[src/rtl/branch_resolve.sv]
// Branch reservation station with in-order-by-age resolve and a
// three-state redirect strobe (IDLE -> PULSE -> GAP) toward fetch.
module branch_resolve #(
    parameter int ENTRIES = 2,
    parameter int TAG_W   = 4
) (
    input  logic             clock,
    input  logic             resetn,
    input  logic             issueValid,
    output logic             issueReady,
    input  logic [31:0]      issuePc,
    input  logic [31:0]      issueImm,
    input  logic [2:0]       issueFunct3,
    input  logic [TAG_W-1:0] issueQj,
    input  logic [TAG_W-1:0] issueQk,
    input  logic [31:0]      issueVj,
    input  logic [31:0]      issueVk,
    input  logic             cdbValid,
    input  logic [TAG_W-1:0] cdbTag,
    input  logic [31:0]      cdbData,
    input  logic             flush,
    output logic             pcChange,
    output logic [31:0]      changeData,
    output logic             bneempty,
    output logic             nobranch
);

    localparam int IDX_W = (ENTRIES > 1) ? $clog2(ENTRIES) : 1;
    localparam int CNT_W = $clog2(ENTRIES + 1);

    typedef enum logic [1:0] {S_IDLE, S_PULSE, S_GAP} state_t;

    state_t             r_state, w_state_nxt;
    logic [ENTRIES-1:0] r_busy;
    logic [31:0]        r_pc  [ENTRIES];
    logic [31:0]        r_imm [ENTRIES];
    logic [2:0]         r_f3  [ENTRIES];
    logic [TAG_W-1:0]   r_qj  [ENTRIES];
    logic [TAG_W-1:0]   r_qk  [ENTRIES];
    logic [31:0]        r_vj  [ENTRIES];
    logic [31:0]        r_vk  [ENTRIES];
    // Age = number of older busy entries; 0 is the oldest, unique among busy.
    logic [CNT_W-1:0]   r_age [ENTRIES];
    logic [31:0]        r_change;

    logic [ENTRIES-1:0] w_ready;
    logic               w_sel_valid;
    logic [IDX_W-1:0]   w_sel_idx;
    logic [CNT_W-1:0]   w_sel_age;
    logic               w_free_found;
    logic [IDX_W-1:0]   w_free_idx;
    logic [CNT_W-1:0]   w_busy_cnt;
    logic               w_resolve;
    logic               w_taken;
    logic               w_issue;
    logic [CNT_W-1:0]   w_new_age;
    logic [TAG_W-1:0]   w_iqj, w_iqk;
    logic [31:0]        w_ivj, w_ivk;

    // Ready scan, oldest-ready pick, lowest free slot and occupancy count.
    always_comb begin
        w_ready      = '0;
        w_sel_valid  = 1'b0;
        w_sel_idx    = '0;
        w_sel_age    = '0;
        w_free_found = 1'b0;
        w_free_idx   = '0;
        w_busy_cnt   = '0;
        for (int unsigned i = 0; i < ENTRIES; i++) begin
            w_ready[i] = r_busy[i] && (r_qj[i] == '0) && (r_qk[i] == '0);
            w_busy_cnt = w_busy_cnt + CNT_W'(r_busy[i]);
            if (w_ready[i] && (!w_sel_valid || (r_age[i] < w_sel_age))) begin
                w_sel_valid = 1'b1;
                w_sel_idx   = IDX_W'(i);
                w_sel_age   = r_age[i];
            end
            if (!r_busy[i] && !w_free_found) begin
                w_free_found = 1'b1;
                w_free_idx   = IDX_W'(i);
            end
        end
    end

    assign w_resolve = (r_state == S_IDLE) && w_sel_valid && !flush;
    assign w_taken   = ((r_f3[w_sel_idx] == 3'b000) && (r_vj[w_sel_idx] == r_vk[w_sel_idx])) ||
                       ((r_f3[w_sel_idx] == 3'b001) && (r_vj[w_sel_idx] != r_vk[w_sel_idx]));
    assign w_issue   = issueValid && w_free_found && !flush;
    assign w_new_age = w_busy_cnt - CNT_W'(w_resolve);

    assign w_iqj = (cdbValid && (issueQj != '0) && (cdbTag == issueQj)) ? '0 : issueQj;
    assign w_iqk = (cdbValid && (issueQk != '0) && (cdbTag == issueQk)) ? '0 : issueQk;
    assign w_ivj = (cdbValid && (issueQj != '0) && (cdbTag == issueQj)) ? cdbData : issueVj;
    assign w_ivk = (cdbValid && (issueQk != '0) && (cdbTag == issueQk)) ? cdbData : issueVk;

    // Entry storage: CDB wakeup, resolve retirement with age compaction, issue write.
    always_ff @(posedge clock or negedge resetn) begin
        if (!resetn) begin
            r_busy <= '0;
            for (int unsigned i = 0; i < ENTRIES; i++) begin
                r_pc[i]  <= '0;
                r_imm[i] <= '0;
                r_f3[i]  <= '0;
                r_qj[i]  <= '0;
                r_qk[i]  <= '0;
                r_vj[i]  <= '0;
                r_vk[i]  <= '0;
                r_age[i] <= '0;
            end
        end else if (flush) begin
            r_busy <= '0;
        end else begin
            for (int unsigned i = 0; i < ENTRIES; i++) begin
                if (r_busy[i] && cdbValid && (cdbTag != '0)) begin
                    if (r_qj[i] == cdbTag) begin
                        r_vj[i] <= cdbData;
                        r_qj[i] <= '0;
                    end
                    if (r_qk[i] == cdbTag) begin
                        r_vk[i] <= cdbData;
                        r_qk[i] <= '0;
                    end
                end
                if (w_resolve && r_busy[i] && (r_age[i] > w_sel_age)) begin
                    r_age[i] <= r_age[i] - 1'b1;
                end
            end
            if (w_resolve) begin
                r_busy[w_sel_idx] <= 1'b0;
            end
            if (w_issue) begin
                r_busy[w_free_idx] <= 1'b1;
                r_pc[w_free_idx]   <= issuePc;
                r_imm[w_free_idx]  <= issueImm;
                r_f3[w_free_idx]   <= issueFunct3;
                r_qj[w_free_idx]   <= w_iqj;
                r_qk[w_free_idx]   <= w_iqk;
                r_vj[w_free_idx]   <= w_ivj;
                r_vk[w_free_idx]   <= w_ivk;
                r_age[w_free_idx]  <= w_new_age;
            end
        end
    end

    // Redirect FSM state register.
    always_ff @(posedge clock or negedge resetn) begin
        if (!resetn) begin
            r_state <= S_IDLE;
        end else begin
            r_state <= w_state_nxt;
        end
    end

    // Redirect FSM next state: a taken resolve launches a one-cycle pulse then a gap.
    always_comb begin
        w_state_nxt = r_state;
        case (r_state)
            S_IDLE:  if (w_resolve && w_taken) w_state_nxt = S_PULSE;
            S_PULSE: w_state_nxt = S_GAP;
            S_GAP:   w_state_nxt = S_IDLE;
            default: w_state_nxt = S_IDLE;
        endcase
    end

    // Redirect value is target - 4 since fetch adds 4 before the next fetch.
    always_ff @(posedge clock or negedge resetn) begin
        if (!resetn) begin
            r_change <= '0;
        end else if (w_resolve && w_taken) begin
            r_change <= r_pc[w_sel_idx] + r_imm[w_sel_idx] - 32'd4;
        end
    end

    assign pcChange   = (r_state == S_PULSE);
    assign changeData = r_change;
    assign issueReady = w_free_found;
    assign bneempty   = ~|r_busy;
    assign nobranch   = bneempty && (r_state == S_IDLE);

endmodule

[config.mk]
export PLATFORM = sky130hd
export DESIGN_NAME = branch_resolve
export DESIGN_NICKNAME = d
export VERILOG_FILES = /design/src/rtl/branch_resolve.sv
export SDC_FILE = /design/constraint.sdc
export NUM_CORES = 1
export LEC_CHECK = 0
export BUFFER_PORTS_ARGS = -buffer_cell sky130_fd_sc_hd__buf_2
export CORE_MARGIN = 10
export CORE_UTILIZATION = 35
export DETAILED_ROUTE_END_ITERATION = 10
export PLACE_DENSITY_LB_ADDON = 0.05
export SYNTH_ARGS = -nofsm -noshare
export SYNTH_HDL_FRONTEND = slang
export SYNTH_SLANG_ARGS = --single-unit
[constraint.sdc]
create_clock -name clock -period 4.85 [get_ports clock]
set_input_delay 0.485 -clock clock [delete_from_list [all_inputs] [get_ports clock]]
set_output_delay 0.485 -clock clock [all_outputs]
set_load 0.05 [all_outputs]
Word level (Yosys, flattened, before mapping)
Index checks and enable logic that the tools add are counted.

Shift operators: 0. Magnitude comparators: 10. Add/sub/neg operators: 6. Div/mod/pow operators: 0. $mul: 0. Mux-type cells: 86. Reduce and logical (&&, ||, !) cells: 46. Eq/ne operators: 11. Bitwise operators: 6.

Operators by type and width (number): 32-bit 2-to-1 mux (27); 64-bit bitwise mux (4); 64-bit 2-to-1 mux (2); 4-bit 2-to-1 mux (16); 32-bit adder (1); 32-bit demux with 1-bit select (1); 32-bit equality test (1); 32-bit inequality test (1); 32-bit by 3-bit subtractor with 32-bit output, second input constant (1); 1-bit logical AND (29); 4-bit equality test (6); 2-bit 2-to-1 mux (12); 8-bit bitwise mux (2); 4-bit logical NOT (4); 8-bit 2-to-1 mux (2); 3-bit 2-to-1 mux (4); 4-bit nonzero test (3); 1-bit 2-to-1 mux (8); 6-bit bitwise mux (1); 4-bit bitwise mux (1); 4-bit demux with 1-bit select (1); 2-bit >= comparator, second input constant (2); 2-bit > comparator (2); 1-bit logical NOT (4); other kinds (24) (30).

Output and inout port bits: 36. Bits of input ports: 180. Register bits after elaboration: 318. Logic and storage cells: 184. Memory bits (read-only): 0. Memory bits (writable): 0. Latch bits: 0. Memories kept: 0.

Logic depth before layout (Yosys ltp)
Depth in word-level cells: 19. Mapped depth: 23. Depth with buffers taken out: 19.

Least setup slack after synthesis
No wires, ideal clock.

Kind: reg2reg. From: reg r_qj[7] (netlist bit). To: reg r_change[29] (netlist: changeData[29]). Cell stages (with the launch flop): 22. Buffers on the path: 2. Arrival: 4.905 ns. Library setup time: 0.125 ns. Data required time: 4.725 ns. Setup slack: -0.180 ns. Cells stage by stage: dfrtp_1 nor4_1 nand4_1 nor2_1 inv_1 ha_1 a21oi_1 o21bai_1 clkbuf_1 buf_2 mux2_2 ha_1 ha_1 fa_1 a211oi_1 o211ai_2 a31o_2 a21oi_2 o31ai_1 o311ai_0 a211oi_1 mux2_2.

Word-level cells in the longest chain between the ends: 16.

RTL lines: start: declaration (line 38) `logic [TAG_W-1:0] r_qj [ENTRIES];`; start signal: indexed assignment (line 135) `r_qj[w_free_idx] <= w_iqj;`; 4-bit logical NOT * (line 70) `w_ready[i] = r_busy[i] && (r_qj[i] == '0) && (r_qk[i] == '0);`; 1-bit logical AND * (2 in a row) (line 70); parallel branches: the longest is 13 deep, another holds 32-bit adder; end signal: assignment (line 169) `r_change <= r_pc[w_sel_idx] + r_imm[w_sel_idx] - 32'd4;`; end: declaration (line 44) `logic [31:0] r_change;`.

Mark *: on every way between the ends. The select of a mux whose other input is x is not followed. A chain may end at the register's enable or synchronous reset.

Worst setup path in the final report
From: reg r_qk[5] (netlist bit). To: reg r_change[29] (netlist: changeData[29]).

Word-level cells in the longest chain between the ends: 15.

RTL lines: start: declaration (line 39) `logic [TAG_W-1:0] r_qk [ENTRIES];`; start signal: indexed assignment (line 136) `r_qk[w_free_idx] <= w_iqk;`; 4-bit logical NOT * (line 70); 1-bit logical AND * (line 70); parallel branches: the longest is 13 deep, another holds 32-bit adder.

Marked as above.

==> flow_results.org <==
** Outcome
- The flow ran to the end, and the final reports show no timing, DRC or antenna violations.

** Die
- Top-level port count :: 216
- Die footprint :: 0.06019 mm2
- Floorplan Core Area :: 0.05017 mm2
- The die is 245.3 um wide.
- Row generation in the floorplan step produced 82 rows.
- The die is 245.3 um tall.
- Starting density of the core :: 35.42%

** Drt
- The pre-antenna-repair detailed-routing pass consisted of 5 iterations.
- For this block, the routed nets add up to 58560 um of wire.
- Count of nets left with antenna violations after detail routing :: 0
- In the routed design, unresolved DRC markers number 0.
- Wire length per cell after detailed routing :: 19.36 um
- Vias after detailed routing :: 15223
- After detailed routing, the number of vias per cell comes to 5.032.
- The first routing iteration left 882 violations.

** GRT
- The via count of the first global-routing pass was 15730.
- Total grt overflow :: 0
- The number of antenna violations at the first check in global routing was 3.
- The first global-routing pass estimated 90780 um of wire.
- Entering global routing, the biggest net connects 103 pins.
- Global routing used 19.05% of the available tracks.

** Yosys
- Sequential elements use 44.78% of the synthesized area.
- In this run, distinct cell masters in the synthesized netlist total 62.
- For this run, the leading register cell type out of synthesis is dfrtp_1.
- Share of Yosys cell area claimed by the top area cell type :: 44.78%
- A synthesized cell averages 8.557 um2.
- Counting flops with a built-in enable in the synthesized netlist gives 0.
- Post-synth design cell area :: 0.01777 mm2
- The synthesized design contains 318 register bits.
- In the post-synthesis netlist, the biggest area contributors are dfrtp_1, nand2_1, mux2i_1.
- The number of nets in the synthesized netlist is 2327.
- After synthesis, the share of flip-flops with an asynchronous set or reset is 100.0%.
- Warning count from the yosys run :: 0
- Cell type with the highest aggregate area in the netlist :: dfrtp_1
- Count of mapped cells out of synthesis :: 2077

** Setup path
- Critical path data required time :: 5280 ps
- STA classifies the critical path endpoint as a register.
- Among all stages on the critical path, the largest delay is contributed by dfrtp_1.
- The critical path goes through nor4_1 -> nand4_1 -> nor2_2 -> inv_2 -> ha_4 -> a21oi_2 -> o21bai_4 -> buf_6 -> mux2_2 -> ha_4 -> ha_4 -> fa_2 -> a211oi_2 -> o211ai_2 -> a31o_2 -> a21oi_4 -> o31ai_2 -> buf_4 -> o311ai_2 -> a211oi_1 -> mux2_2.
- The critical path is of the reg2reg type.
- Most Frequent Cell on Critical Path :: ha_4
- Along the worst path, the maximum fanout reaches 5.
- Crit path arrival time :: 5200 ps
- In this design, the stage delay of the slowest critical-path cell is 380 ps.
- Nature of the critical path startpoint :: register

** STA
- Sum Neg Setup Slack :: 0 ps
- Measured against its own limit, the worst slew margin works out to 26.53%.
- Final-report hold violation count :: 0
- Period Utilization, post-route :: 98.33%
- Fin Hold WS :: 136.1 ps
- Final critical delay including setup and external delays :: 4769 ps
- Transition time at the pin with the least slew margin :: 1102 ps
- Final worst setup slack :: 81.00 ps
- Max Fclk :: 0.2097 GHz
- Setup violations remaining at the end of the flow were counted as 0.
- Pins Over Slew Limit :: 0
- On the final layout, the worst clock skew is 11.62 ps.

** Place
- Setup WS pre-CTS :: -224.4 ps
- PortBufs :: 215
- Total cell area at the placement stage :: 0.02012 mm2
- Cell count after placement :: 2950
- Placer Congestion :: 0.8213
- Final HPWL DP :: 39760 um

** Layout
- The finished layout holds 3025 standard cells, fillers aside.
- At the end of the flow, the number of nets in the layout was 2580.
- Most common cell after layout, fill and taps aside :: nand2_1
- Leading cell types in the layout, fill and taps excluded :: nand2_1, dfrtp_1, buf_2
- Once layout is complete, the utilization of the core stands at 43.45%.
- Post-route cell area :: 0.02180 mm2
- Share of layout cells above drive strength 1 :: 20.11%
- Growth of design area from synthesis to finish :: 22.66%

** CTS
- Clk sink count :: 318
- After clock tree synthesis, the clock-pin slew on the worst setup and hold paths is 60 ps.
- TritonCTS clock tree :: built
- CTS Buffer Depth :: 3
- Worst-skew pair later-pin latency :: 550 ps
- Clock tree synthesis inserted a total of 39 buffers.
- Clock Root Buffer :: clkbuf_16
- Maximum level of the CTS H-tree :: 2

** Worst hold path
- Hold crit path type :: in2reg

** Power and ir drop
- VDD IR-drop max :: 0.0002713 V
- LEAKAGE :: 10.53 nW
- After layout, the design draws a total of 11.66 mW.
- Power spread over the standard cell area amounts to 534.9 mW/mm2.

** Job
- Total of max-cap violations :: 0
-- cell families (layout without fill, tap and decap cells) --
kind of cell | after synthesis | after routing | synth area share [%]
other | 0 | 1 | 0
AOI/OAI and AO/OA | 387 | 387 | 12.12
DFF | 318 | 318 | 44.78
xor gates and xnor gates | 115 | 115 | 5.667
buffers and inverters | 194 | 469 | 4.337
muxes | 159 | 159 | 9.209
adders and majority gates | 70 | 70 | 4.970
and+or+nand+nor | 834 | 834 | 18.92
-- worst max-delay path, delay by kind of cell (launching register included) --
kind	cells	cell delay, ps
compound gates	9	1680
mux	2	620
fa+ha+maj	4	1000
flops	1	380
buf+inv	3	350
simple gates	3	630
-- final cells by class --
class	instances	area, um2
antenna	1	2.502
multi-input combinational	1565	9383
clock buffer	58	1140
sequential	318	7958
tap	672	840.8
clock inverter	5	100.1
inverter	78	294.0
timing repair buffer	328	2081
fill	5039	28370
-- cells in the mapped netlist, drive strengths merged (11+ instances only) --
cell / n
nand2: 575
dfrtp: 318
nor2: 162
a21oi: 161
o21ai: 152
mux2i: 123
clkbuf: 88
inv: 77
ha: 69
xor2: 59
xnor2: 56
mux2: 36
buf: 28
nor4: 22
o22ai: 18
nand4: 17
nand3: 11
nor3: 11
-- metal layers --
metal | GRT usage, % | vias up | wire length, um
li1 | - | 7427 | -
met1 | 23.76 | 7388 | 25600
met2 | 33.22 | 322 | 29020
met3 | 2.780 | 86 | 2385
met4 | 6.262 | 0 | 1554
met5 | 0 | - | 0
-- final timing paths --
check,startpoint,to,slack [ps],cells after the start
max in group asynchronous,resetn,r_pc[26],3250,3
hold reg to reg,r_pc[28],r_pc[28],470,2
setup reg to reg,r_qk[5],changeData[29],80,21
setup / recovery,r_qk[5],changeData[29],80,21
min in group asynchronous,resetn,changeData[4],550,2
hold / removal,issueImm[26],r_imm[58],140,3
-- state kept, by name (all words and copies together), names as in the netlist, 4 cells and up --
register,flops
changeData,32
r_age,4
r_f3,6
r_imm,64
r_pc,64
r_qj,8
r_qk,8
r_vj,64
r_vk,64
-- what timing repair did --
action | 4_1_cts | 5_1_grt
gates resized for setup | 5 | 54
hold buffers | 1 | 0
endpoints found under the setup margin | 10 | 16
endpoints found under the hold margin | 83 | 0
buffers inserted | 0 | 9
gates cloned | 0 | 1
pin swaps | 1 | 18
-- power by group --
| group | switching (mW) | internal, mW | total, mW |
|---|---|---|---|
| sequential | 0.496 | 3.43 | 3.93 |
| combinational | 2.74 | 2.09 | 4.83 |
| clock | 1.14 | 1.77 | 2.90 |
| total | 4.37 | 7.29 | 11.7 |
(Power assumes the default switching activity.)
